### config.mk
export PLATFORM = sky130hd
export DESIGN_NAME = free_list_flat
export DESIGN_NICKNAME = d
export VERILOG_FILES = /design/src/rtl/free_list_pkg.sv /design/src/rtl/free_list_if.sv /design/src/rtl/free_list.sv /design/src/flat_wrapper.sv
export SDC_FILE = /design/constraint.sdc
export NUM_CORES = 1
export LEC_CHECK = 0
export BUFFER_PORTS_ARGS = -buffer_cell sky130_fd_sc_hd__buf_4
export CAP_MARGIN = 20
export CORE_ASPECT_RATIO = 1.5
export CORE_MARGIN = 2
export CORE_UTILIZATION = 35
export DETAILED_ROUTE_END_ITERATION = 8
export PLACE_DENSITY = 0.58
export RECOVER_POWER = 25
export SYNTH_ARGS = -nofsm -noshare
export SYNTH_HDL_FRONTEND = slang
export SYNTH_SLANG_ARGS = --single-unit
### constraint.sdc
create_clock -name clock -period 3.7 [get_ports clock]
set_input_delay 0.185 -clock clock [delete_from_list [all_inputs] [get_ports clock]]
set_output_delay 0.185 -clock clock [all_outputs]
set_load 0.02 [all_outputs]
### src/rtl/free_list_pkg.sv
// Shared rename-stage types: physical tag and the packets exchanged between
// the ROB, the ID/dispatch stage and the free list.
package free_list_pkg;

  localparam int PHYS_REGS = 64;
  localparam int ARCH_REGS = 32;
  localparam int FL_SZ     = PHYS_REGS - ARCH_REGS;

  localparam int TAG_W     = $clog2(PHYS_REGS);
  localparam int FL_IDX_W  = $clog2(FL_SZ);
  localparam int FL_CNT_W  = FL_IDX_W + 1;

  typedef struct packed {
    logic [TAG_W-1:0] phys_reg;
    logic             valid;
  } TAG;

  typedef struct packed {
    logic retire_en;
    TAG   retire_t;
    TAG   retire_t_old;
  } ROB_MT_PACKET;

  typedef struct packed {
    logic alloc_en;
  } ID_FL_PACKET;

  typedef struct packed {
    TAG                  free_t;
    logic [FL_CNT_W-1:0] free_cnt;
  } FL_ID_PACKET;

endpackage

### src/rtl/free_list_if.sv
// Bundle of the retire (ROB->MT), allocate (ID->FL) and offer (FL->ID) packets.
interface free_list_if;
  import free_list_pkg::*;

  ROB_MT_PACKET rob_mt_packet;
  ID_FL_PACKET  id_fl_packet;
  FL_ID_PACKET  fl_id_packet;

  modport master (
    output rob_mt_packet,
    output id_fl_packet,
    input  fl_id_packet
  );

  modport slave (
    input  rob_mt_packet,
    input  id_fl_packet,
    output fl_id_packet
  );
endinterface

### src/rtl/free_list.sv
// Circular FIFO of free physical tags: dispatch pops the head tag, retirement
// pushes back the superseded T_old. Reset preloads tags ARCH_REGS..PHYS_REGS-1.
module free_list
  import free_list_pkg::*;
#(
  parameter int PHYS_REGS = free_list_pkg::PHYS_REGS,
  parameter int ARCH_REGS = free_list_pkg::ARCH_REGS,
  parameter int FL_SZ     = PHYS_REGS - ARCH_REGS
) (
  input  logic        clock,
  input  logic        reset,
  free_list_if.slave  fl_bus,
  output logic        fl_error
);

  localparam int IDX_W = $clog2(FL_SZ);
  localparam int CNT_W = IDX_W + 1;

  logic [TAG_W-1:0] entries [FL_SZ];
  logic [IDX_W-1:0] head_idx;
  logic [IDX_W-1:0] tail_idx;
  logic [CNT_W-1:0] count;

  logic empty;
  logic full;
  logic pop;
  logic push_req;
  logic push;
  logic overflow;

  // retire_t is carried on the shared retire packet but has no role here
  logic unused_retire_t;
  assign unused_retire_t = ^fl_bus.rob_mt_packet.retire_t;

  always_comb begin
    empty    = (count == '0);
    full     = (count == CNT_W'(FL_SZ));
    pop      = fl_bus.id_fl_packet.alloc_en && !empty;
    push_req = fl_bus.rob_mt_packet.retire_en && fl_bus.rob_mt_packet.retire_t_old.valid;
    // a push into a full list is only legal when a pop frees the head slot this cycle
    push     = push_req && (!full || pop);
    overflow = push_req && full && !pop;
  end

  always_comb begin
    fl_bus.fl_id_packet                 = '0;
    fl_bus.fl_id_packet.free_t.phys_reg = entries[head_idx];
    fl_bus.fl_id_packet.free_t.valid    = !empty;
    fl_bus.fl_id_packet.free_cnt        = FL_CNT_W'(count);
  end

  always_ff @(posedge clock) begin
    if (reset) begin
      for (int unsigned i = 0; i < FL_SZ; i++) begin
        entries[i] <= TAG_W'(ARCH_REGS + i);
      end
      head_idx <= '0;
      tail_idx <= '0;
      count    <= CNT_W'(FL_SZ);
      fl_error <= 1'b0;
    end else begin
      if (push) begin
        entries[tail_idx] <= fl_bus.rob_mt_packet.retire_t_old.phys_reg;
        tail_idx          <= tail_idx + 1'b1;
      end
      if (pop) begin
        head_idx <= head_idx + 1'b1;
      end
      case ({push, pop})
        2'b10:   count <= count + 1'b1;
        2'b01:   count <= count - 1'b1;
        default: count <= count;
      endcase
      if (overflow) begin
        fl_error <= 1'b1;
      end
    end
  end

endmodule

### src/flat_wrapper.sv
// flat-port wrapper written by rule: the top's interface ports become plain ports
module free_list_flat import free_list_pkg::*;
#(
  parameter int PHYS_REGS = free_list_pkg::PHYS_REGS,
  parameter int ARCH_REGS = free_list_pkg::ARCH_REGS,
  parameter int FL_SZ     = PHYS_REGS - ARCH_REGS
)
  (clock, reset, fl_error, fl_bus_rob_mt_packet, fl_bus_id_fl_packet, fl_bus_fl_id_packet);
  free_list_if fl_bus_i ();
  input  logic clock;
  input  logic reset;
  output logic fl_error;
  input wire logic [$bits(fl_bus_i.rob_mt_packet)-1:0] fl_bus_rob_mt_packet;
  input wire logic [$bits(fl_bus_i.id_fl_packet)-1:0] fl_bus_id_fl_packet;
  output wire logic [$bits(fl_bus_i.fl_id_packet)-1:0] fl_bus_fl_id_packet;
  assign fl_bus_i.rob_mt_packet = fl_bus_rob_mt_packet;
  assign fl_bus_i.id_fl_packet = fl_bus_id_fl_packet;
  assign fl_bus_fl_id_packet = fl_bus_i.fl_id_packet;
  free_list #(.PHYS_REGS(PHYS_REGS), .ARCH_REGS(ARCH_REGS), .FL_SZ(FL_SZ)) u_core (.clock(clock), .reset(reset), .fl_bus(fl_bus_i), .fl_error(fl_error));
endmodule
Yosys cells after proc, flatten, opt, wreduce, memory -nomap -nowiden --
Memory sizes are Yosys's and may differ from the RTL's. A register that Yosys moved wholly into a read port is not among the register bits. Cells that the tools add are included.
Cells by class: $add $sub $neg 4, equality and inequality tests 3, mux-type cells 11, reductions and logical operators 12
Operators with widths (number):
- two-way mux 5 bit | 3
- case mux 6 bit (2 select lines) | 1
- adder 5 x 1 -> 5 bit, second input constant | 2
- adder 6 x 1 -> 6 bit, second input constant | 1
- == test 6 bit, second input constant | 1
- zero test 6 bit | 1
- two-way mux 1 bit | 6
- two-way mux 6 bit | 1
- OR reduction 6 bit | 1
- subtractor 6 x 1 -> 6 bit, second input constant | 1
- logical AND 1 bit | 5
- zero test 1 bit | 3
- == test 2 x 1 -> 1 bit, second input constant | 1
- == test 2 bit, second input constant | 1
- nonzero test 2 bit | 1
- logical OR 1 bit | 1
Storage, ports and cells: bits in registers 17, bits in writable memories 192, word-level logic and storage cells 35, memories 1
Memories:
- u_core.entries | words 32, bits a word 6, read ports 1, clocked after Yosys merged registers in 1, write ports 32, line free_list.sv:19 | logic [TAG_W-1:0] entries [FL_SZ];

Longest topological paths before layout --
Gate-level depths: netlist of the first run.
depth in word-level cells 10, gate-level depth with buffers 10, gate-level depth less buffers 9

Worst setup path after synthesis of the first run --
OpenSTA, ideal clock, no wires.
path type register -> output, from register with a tool-made name, to output fl_bus_fl_id_packet[12], arrival time 2103 ps, required time 3515 ps, setup slack 1412 ps, stages on the path, launching flop included 6, cell sequence dfxtp_1 clkbuf_1 buf_1 mux4_2 mux4_2 mux2_2
RTL lines:
- end, declared | line flat_wrapper.sv:15 | output wire logic [$bits(fl_bus_i.fl_id_packet)-1:0] fl_bus_fl_id_packet;

==> results.cfg, run 1 <==
[outcome]
outcome = completed

[yosys]
seq_area_frac_synth_pct = 62.30
synthFlopType = edfxtp_1
synth_area_um2 = 9961
syn_area_per_cell_um2 = 13.55
synth_nets = 759
synth_edf_count = 192
async_flop_share_pct = 0
ys_types = 47
synth_warnings = 0
ys_ff_latch = 214
synthCells = 735

[sta]
setup_tns_ps = 0
min_period_over_period_pct = 85.31
clock.fmax_mhz = 316.8
setup_viol = 0
rsz0062_at_grt = no
hold_viol_final = 0
tightest_slew_ps = 1021
drv_slew = 0
finClkSkew_ps = 13.02
relSlewSlack_pct = 31.92
min_period_ps = 3157

[setup_path]
arrival_ps = 2970
critPathMaxFanout = 15
timing.rr.start = u_core.count[2]
crit_path_end = fl_bus_fl_id_packet[8]
rr_endpoint = u_core.entries[18][0]
reg2regPathDepth = 6
cp-start-kind = flip-flop
worstPathRequired_ps = 3510
crit_type = flip-flop to output pin
crit_path_end_kind = output pin
reg2reg_setup_slack_ps = 730

[die]
io_pins = 32
initial_core_util_pct = 35.62
core_um2 = 27960
die_area_um2 = 29850
rows = 75
die_x_um = 141.7
die_y_um = 210.6

[clock_network]
clkTransAtPathRegs_ps = 60
post_cts_buffers = 0
clk_latency_ps = 520
h-tree-depth = 1
cts_buffers = 22
cts_root_buffer = clkbuf_16
cts_resized = 0
cts_tree = done
ctsHoldBuffers = 0
clock_sinks = 214
cts_buffer_depth = 3

[power_and_ir_drop]
ir_worst_vdd_mv = 0.4552
p_leak_nw = 3.389
powerDensity_nw_per_um2 = 526.1

[detailed_routing]
num_vias = 5990
drt_pre_antenna_iters = 5
drc = 0
routedWlPerCell_um = 21.70
detail_route.wirelength_mm = 23.81
drt-initial-drc-count = 465
routed_via_density = 5.460
ant_nets = 0

[final_layout]
regArea_um2 = 6211
multi_input_area_um2 = 3411
fin_nets = 759
fillers = 2613
fin_area_um2 = 11200
syn2layout_area_growth_pct = 12.41
stdcell_count = 1097
diodes = 0
drive_gt1_share_pct = 18.91

[place]
dpl-instance-area_um2 = 10510
portBuffers = 24
placed_cells = 1057
gp_congestion = 0.8137
hpwl_mm = 16.38

[global_routing]
grt_start_max_net_pins = 52
grt_use_total_pct = 16.43
grt_first_pass_wirelength_mm = 36.74
grt_pass1_vias = 6110
grt_overflow_total = 0
antenna_found_initial = 0

[run]
cap_viol_max_count = 0

[hold_path]
hold_class = input port to flip-flop
worstHoldPathCells = 4
-- metrics by stage --
step | util, % | hold slack [ps] | setup WS [ps] | total power, mW
2_1_floorplan | - | 364.4 | 1412 | 3.422
4_1_cts | 40.22 | 54.55 | 490.7 | 5.976
3_3_place_gp | 37.30 | 467.9 | 786.0 | 3.691
3_5_place_dp | 37.60 | 475.3 | 712.1 | 3.710
6_report | 40.04 | 73.73 | 543.5 | 5.890
5_1_grt | 40.04 | 120.5 | 421.4 | 6.092
-- how the worst min path moves through the flow --
| stage | slack [ps] | end | start |
|---|---|---|---|
| floorplan | 360 | u_core.entries[1][5] | fl_bus_rob_mt_packet[6] |
| global placement | 470 | u_core.fl_error | u_core.fl_error |
| detailed placement | 480 | u_core.fl_error | u_core.fl_error |
| CTS | 50 | u_core.count[5] | fl_bus_id_fl_packet |
| global route | 120 | u_core.count[1] | fl_bus_id_fl_packet |
| finish | 70 | u_core.count[5] | fl_bus_id_fl_packet |
-- Yosys cell counts, drive strengths merged (2+ instances only) --
master / n / area [um2]
a21o: 2 / 15.01
xor2: 9 / 78.83
or3: 25 / 156.4
a22oi: 3 / 22.52
or2: 12 / 75.07
mux2i: 2 / 20.02
dfxtp: 22 / 440.4
nand3b: 3 / 22.52
clkbuf: 47 / 177.7
mux4: 60 / 1366
xnor2: 4 / 35.03
mux2: 7 / 78.83
o21ai: 3 / 15.01
or3b: 2 / 17.52
nand3: 66 / 330.3
nand4: 2 / 12.51
nand2b: 28 / 175.2
inv: 8 / 30.03
nor3: 29 / 145.1
edfxtp: 192 / 5766
nand2: 59 / 221.5
a21oi: 2 / 10.01
nor2: 95 / 356.6
and3b: 2 / 17.52
and2: 2 / 12.51
nor3b: 2 / 15.01
and3: 7 / 43.79
nor2b: 2 / 12.51
ha: 6 / 75.07
buf: 21 / 121.4
-- state kept, by name, indices dropped and copies added, names as in the netlist, named ones only --
| name | count |
|---|---|
| u_core.count | 6 |
| u_core.entries | 192 |
| u_core.fl_error | 1 |
| u_core.head_idx | 5 |
| u_core.tail_idx | 5 |
-- cells by family (layout without fill, tap and decap cells) --
kind of cell             count (synthesis)  in the layout  share of synthesized area, %
AND/OR/NAND/NOR                        339            339                         16.49
AO/OA/AOI/OAI                           17             17                         1.206
buffers and inverters                   77             93                         3.391
adder cells (fa/ha/maj)                  6              6                        0.7537
multiplexers                            69             69                         14.71
XOR/XNOR                                13             13                         1.143
flip-flops                             214            214                         62.30
-- layout make-up --
cell class              count  area share (%)
flip-flops and latches    214           55.47
clock inverters            14           1.319
multi-input cells         444           30.46
well taps                 346           3.866
repair buffers             45           3.375
inverters                   8          0.2682
clock buffers              26           5.241
-- report_power, final --
group          switching (mW)  internal (mW)  total (mW)
Combinational           0.443          0.340       0.783
Clock                   0.936           1.35        2.28
Sequential              0.107           2.72        2.83
-- layer usage --
layer / track usage, % / vias up / share of wire (%)
met4: 7.241 / 0 / 3.6
met2: 29.43 / 189 / 53
li1: - / 2728 / -
met3: 1.836 / 50 / 4.7
met5: 0 / - / 0
met1: 19.89 / 3023 / 38
-- cells in the final DEF (no fill, tap or decap), types with 10 or more instances in the layout --
cell type,n
nand3_1,66
nand2b_1,28
mux4_2,56
clkbuf_1,15
or3_1,25
nand2_1,59
buf_4,28
nor3_1,29
nor2_1,95
edfxtp_1,192
clkbuf_16,23
dfxtp_1,20
or2_2,10
-- worst max-delay path: stages, from the launching register on --
cell     delay, ps
dfxtp_4        560
buf_4          320
mux4_2         560
mux4_2         530
mux2_2         310
buf_4          160
No activity file was read; power rests on OpenSTA's default activity.
==> inputs of run 2 (changes only) <==
CORE_ASPECT_RATIO = not set   (was 1.5)
CORE_UTILIZATION = 60   (was 35)
PLACE_DENSITY = 0.85   (was 0.58)
==> results.cfg, run 2 (synthesis results as in run 1) <==
[outcome]
outcome = completed

[clock_network]
cts_buffer_depth = 3
clock_sinks = 214
clk_latency_ps = 510
ctsHoldBuffers = 0
cts_buffers = 22
post_cts_buffers = 0
cts_resized = 0
clkTransAtPathRegs_ps = 60
cts_root_buffer = clkbuf_16
cts_tree = done
h-tree-depth = 1

[die]
die_area_um2 = 17650
die_y_um = 132.8
initial_core_util_pct = 60.71
rows = 47
io_pins = 32
die_x_um = 132.8
core_um2 = 16410

[place]
gp_congestion = 0.8777
portBuffers = 24
hpwl_mm = 14.39

[power_and_ir_drop]
p_leak_nw = 3.451
seq_power_share_pct = 45.8
p_sw_mw = 1.498
powerDensity_nw_per_um2 = 554.0
ir_worst_vdd_mv = 0.4885
switching_share_pct = 24.22
clock_power_share_pct = 41.6
intPower_mw = 4.687
power_frac_comb_pct = 12.6

[setup_path]
reg2reg_setup_slack_ps = 480
timing.rr.start = u_core.count[0]
slowest_delay_ps = 640
rr_endpoint = u_core.entries[16][0]
worstPathRequired_ps = 3510
arrival_ps = 3090
crit_chain = buf_4 > mux4_1 > mux4_2 > mux2_2 > buf_4
crit_path_end_kind = output pin
cpMostUsedCell = buf_4
crit_type = flip-flop to output pin
cp_slowest_cell = mux4_1
reg2regPathDepth = 5
cp-start-kind = flip-flop
critPathMaxFanout = 12

[hold_path]
hold_path_end = u_core.entries[11][1]
hp-start = fl_bus_rob_mt_packet[2]
hold_class = input port to flip-flop
worstHoldPathCells = 3

[sta]
hold_viol_final = 0
min_period_ps = 3275
clock.fmax_mhz = 305.4
relSlewSlack_pct = 33.04
tightest_slew_ps = 1002
setup_tns_ps = 0
min_period_over_period_pct = 88.50
finClkSkew_ps = 9.604
drv_slew = 0
holdWs_ps = 76.52
rsz0062_at_grt = no
setup_viol = 0

[final_layout]
layout_commonest_cell = edfxtp_1
drive_gt1_share_pct = 19.95
fillers = 1038
layout_common_cells = 192 x edfxtp_1, 95 x nor2_1, 66 x nand3_1
syn2layout_area_growth_pct = 12.06
largest_reg_flops = 192
regMostFlops = u_core.entries
fin_nets = 755
diodes = 0
largestRegisters = u_core.entries: 192 flops, u_core.count: 6 flops

[detailed_routing]
drt-initial-drc-count = 1028
detail_route.wirelength_mm = 23.98
drt_pre_antenna_iters = 5
drc = 0
routed_via_density = 6.681
routedWlPerCell_um = 24.80
ant_nets = 0
num_vias = 6461

[global_routing]
grt_use_total_pct = 27.28
grt_overflow_total = 0
grt_first_pass_wirelength_mm = 36.36
grt_pass1_vias = 6378
antenna_found_initial = 0
grt_start_max_net_pins = 53

[run]
cap_viol_max_count = 0
==> run 2: worst max-delay path by stage <==
stage	start	slack (ps)	end
6_report	flip-flop	430	fl_bus_fl_id_packet[8]
3_5_place_dp	u_core.count[0]	830	u_core.entries[5][0]
5_1_grt	u_core.count[0]	250	u_core.entries[9][3]
4_1_cts	flip-flop	400	fl_bus_fl_id_packet[8]
2_1_floorplan	flip-flop	1410	fl_bus_fl_id_packet[12]
3_3_place_gp	u_core.count[0]	930	u_core.entries[9][0]
==> run 2: layout make-up <==
type	count	area, um2	area share, %
Timing Repair Buffer	41	386.6	3.464
Clock buffer	23	575.6	5.156
Sequential cell	214	6208	55.62
Clock inverter	17	275.3	2.466
Multi-Input combinational cell	444	3411	30.56
Inverter	8	30.03	0.2690
Tap cell	220	275.3	2.466
==> run 2: power groups by stage <==
stage / Clock (mW) / Sequential [mW] / Combinational, mW
3_5_place_dp: 0 / 2.88 / 0.776
6_report: 2.57 / 2.83 / 0.779
4_1_cts: 2.58 / 2.83 / 0.787
3_3_place_gp: 0 / 2.87 / 0.752
5_1_grt: 2.67 / 2.85 / 0.828
2_1_floorplan: 0 / 2.85 / 0.568
==> run 2: stage by stage <==
stage	utilization, %	setup slack [ps]	power (mW)	cell area [um2]	cells
after floorplan	-	1412	3.422	9961	735
after global placement	62.25	927.5	3.625	10210	922
after detailed placement	62.42	832.0	3.658	10240	923
after CTS	67.60	397.1	6.202	11090	963
after global routing	68.03	250.5	6.346	11160	967
final	68.03	425.5	6.184	11160	967
==> run 2: per-layer routing <==
metal / global-route usage, % / vias to the layer above / share of wire [%]
met5: 0 / - / 0
met4: 10.45 / 0 / 3.6
met3: 4.521 / 73 / 11
met2: 44.79 / 520 / 49
met1: 37.18 / 3148 / 37
li1: - / 2720 / -
==> run 2: critical path: cells and delay by family (launching register included) <==
kind / cells / cell delay, ps
buffers and inverters: 2 / 500
flip-flops: 1 / 630
multiplexers: 3 / 1440
==> inputs of run 3 (changes only) <==
ABC_AREA = 1   (was not set)
CTS_BUF_LIST = sky130_fd_sc_hd__clkbuf_16   (was not set)
SETUP_SLACK_MARGIN = 0.02   (was not set)
==> results.cfg, run 3 <==
[outcome]
outcome = completed

[yosys]
synthTopCellsByCount = 203 x nor2_1, 192 x edfxtp_1, 183 x nand2_1
synthFlopType = edfxtp_1
synth_edf_count = 192
synth_area_um2 = 10130
yosysTopAreaCell = edfxtp_1
synth_top_family_by_area = simple AND/OR/NAND/NOR gates
synthCells = 1021
post-synth-top-count-cell = nor2_1
ys_types = 38
syn_area_per_cell_um2 = 9.923
ys_ff_latch = 214
synth_warnings = 0
seq_area_frac_synth_pct = 61.26
async_flop_share_pct = 0
synthTopCellsByArea = edfxtp_1 57%, nor2_1 7.5%, nand2_1 6.8%
synth_nets = 1045
synth-xor-area-share_pct = 0.08645
yosys.area.top_type_share_pct = 56.91
synthMuxAreaShare_pct = 0
synth_compound_area_share_pct = 11.10
synthSimpleGateAreaFrac_pct = 21.29
synthAdderAreaFrac_pct = 0.7410

[setup_path]
critPathMaxFanout = 18
crit_type = flip-flop to output pin
reg2reg_setup_slack_ps = 870
timing.rr.start = u_core.count[0]
arrival_ps = 2730
crit_path_end_kind = output pin
reg2regPathDepth = 10
worstPathRequired_ps = 3510
rr_endpoint = u_core.entries[13][0]
cp-start-kind = flip-flop

[detailed_routing]
detail_route.wirelength_mm = 23.49
routed_via_density = 6.035
drc = 0
num_vias = 7592
drt_pre_antenna_iters = 7
drt-initial-drc-count = 860
ant_nets = 0
routedWlPerCell_um = 18.67

[power_and_ir_drop]
intPower_mw = 4.095
power_frac_comb_pct = 11.8
p_sw_mw = 1.365
seq_power_share_pct = 49.7
p_leak_nw = 3.524
powerDensity_nw_per_um2 = 502.5
clock_power_share_pct = 38.4
switching_share_pct = 25.00
ir_worst_vdd_mv = 0.2755

[sta]
rsz0062_at_grt = no
tightest_slew_ps = 762.4
drv_slew = 0
finClkSkew_ps = 12.34
relSlewSlack_pct = 49.12
holdWs_ps = 213.9
min_period_over_period_pct = 78.89
hold_viol_final = 0
min_period_ps = 2919
setup_viol = 0
setup_tns_ps = 0
clock.fmax_mhz = 342.6

[clock_network]
cts_tree = done
cts_resized = 0
clock_sinks = 214
clkTransAtPathRegs_ps = 60
h-tree-depth = 1
clk_latency_ps = 500
cts_root_buffer = clkbuf_16
post_cts_buffers = 0
cts_buffers = 21
ctsHoldBuffers = 2
cts_buffer_depth = 3

[final_layout]
largestRegisters = u_core.entries: 192 flops, u_core.count: 6 flops
regMostFlops = u_core.entries
layout_commonest_cell = nor2_1
syn2layout_area_growth_pct = 7.262
diodes = 0
largest_reg_flops = 192
fin_area_um2 = 10870
fin_nets = 1049
fillers = 1247
drive_gt1_share_pct = 9.827
layout_common_cells = 232 x nor2_1, 192 x edfxtp_1, 186 x nand2_1

[global_routing]
grt_use_total_pct = 26.98
grt_start_max_net_pins = 98
grt_pass1_vias = 7426
grt_overflow_total = 0
antenna_found_initial = 0
grt_first_pass_wirelength_mm = 37.49

[place]
gp_congestion = 0.9070
dpl-instance-area_um2 = 10470
hpwl_mm = 14.57
portBuffers = 24

[run]
cap_viol_max_count = 0

[hold_path]
hold_class = input port to flip-flop
hp-start = fl_bus_id_fl_packet
hold_path_end = u_core.head_idx[3]
worstHoldPathCells = 4

[die]
die_x_um = 133.9
die_y_um = 133.9
io_pins = 32
rows = 47
initial_core_util_pct = 61.31
core_um2 = 16520
die_area_um2 = 17940
run 3: cell types whose count changed after synthesis, moves of 34 or more:
cell / change
inv_1: +36
mux4_2: -56
nand3_1: -38
o221ai_1: +34
nand2_1: +124
nor2_1: +108
o21ai_0: +114
run 3: power groups by stage:
stage          clock network, mW  logic (mW)  registers (mW)
2_1_floorplan                  0       0.442            2.76
3_3_place_gp                   0       0.641            2.76
3_5_place_dp                   0       0.656            2.77
4_1_cts                     2.10       0.664            2.71
5_1_grt                     2.20       0.706            2.72
6_report                    2.10       0.646            2.72
run 3: worst max-delay path, cell delays in order (launching register included):
cell     delay [ps]
dfxtp_1         690
buf_4           320
o21ai_0         120
o22ai_1         210
nor2_1           70
nor2_1          170
o21ai_0         160
a21oi_1         300
buf_4           200
run 3: how the worst max path moves through the flow:
stage / startpoint / end / slack, ps / depth (start not counted)
2_1_floorplan: u_core.count[0] / u_core.count[2] / 1810 / 12
3_3_place_gp: flip-flop / fl_bus_fl_id_packet[9] / 1410 / 7
3_5_place_dp: flip-flop / fl_bus_fl_id_packet[9] / 1420 / 7
4_1_cts: flip-flop / fl_bus_fl_id_packet[11] / 860 / 8
5_1_grt: u_core.count[0] / u_core.entries[14][2] / 630 / 10
6_report: flip-flop / fl_bus_fl_id_packet[11] / 780 / 8
run 3: logic make-up after synthesis:
| kind of cell | count (synthesis) |
|---|---|
| XOR/XNOR | 1 |
| adder cells (fa/ha/maj) | 6 |
| AO/OA/AOI/OAI | 191 |
| AND/OR/NAND/NOR | 469 |
| flip-flops | 214 |
| buffers and inverters | 140 |
run 3: area by class of cell:
cell class                      count  area, um2  area share, %
Clock inverter                     15      140.1          1.290
Sequential cell                   214       6207          57.12
Timing Repair Buffer               41      295.3          2.717
Multi-Input combinational cell    667       3117          28.68
Inverter                           80      306.5          2.821
Tap cell                          220      275.3          2.533
Clock buffer                       21      525.5          4.836
run 3: routing by layer:
layer / track usage (%) / up-vias / wire (um) / share of wire (%)
met2: 44.16 / 452 / 11400 / 49
met3: 4.800 / 78 / 2408 / 10
met5: 0 / - / 0 / 0
li1: - / 3492 / - / -
met1: 34.91 / 3570 / 8699 / 37
met4: 13.65 / 0 / 980 / 4.2
run 3: metrics by stage:
stage / utilization [%] / cells / total power, mW / worst slack [ps]
after CTS: 67.49 / 1258 / 5.475 / 862.1
final: 65.76 / 1258 / 5.460 / 781.1
after detailed placement: 63.34 / 1220 / 3.422 / 1420
after floorplan: - / 1021 / 3.206 / 1808
after global placement: 63.34 / 1220 / 3.405 / 1414
after global routing: 65.76 / 1258 / 5.626 / 627.3
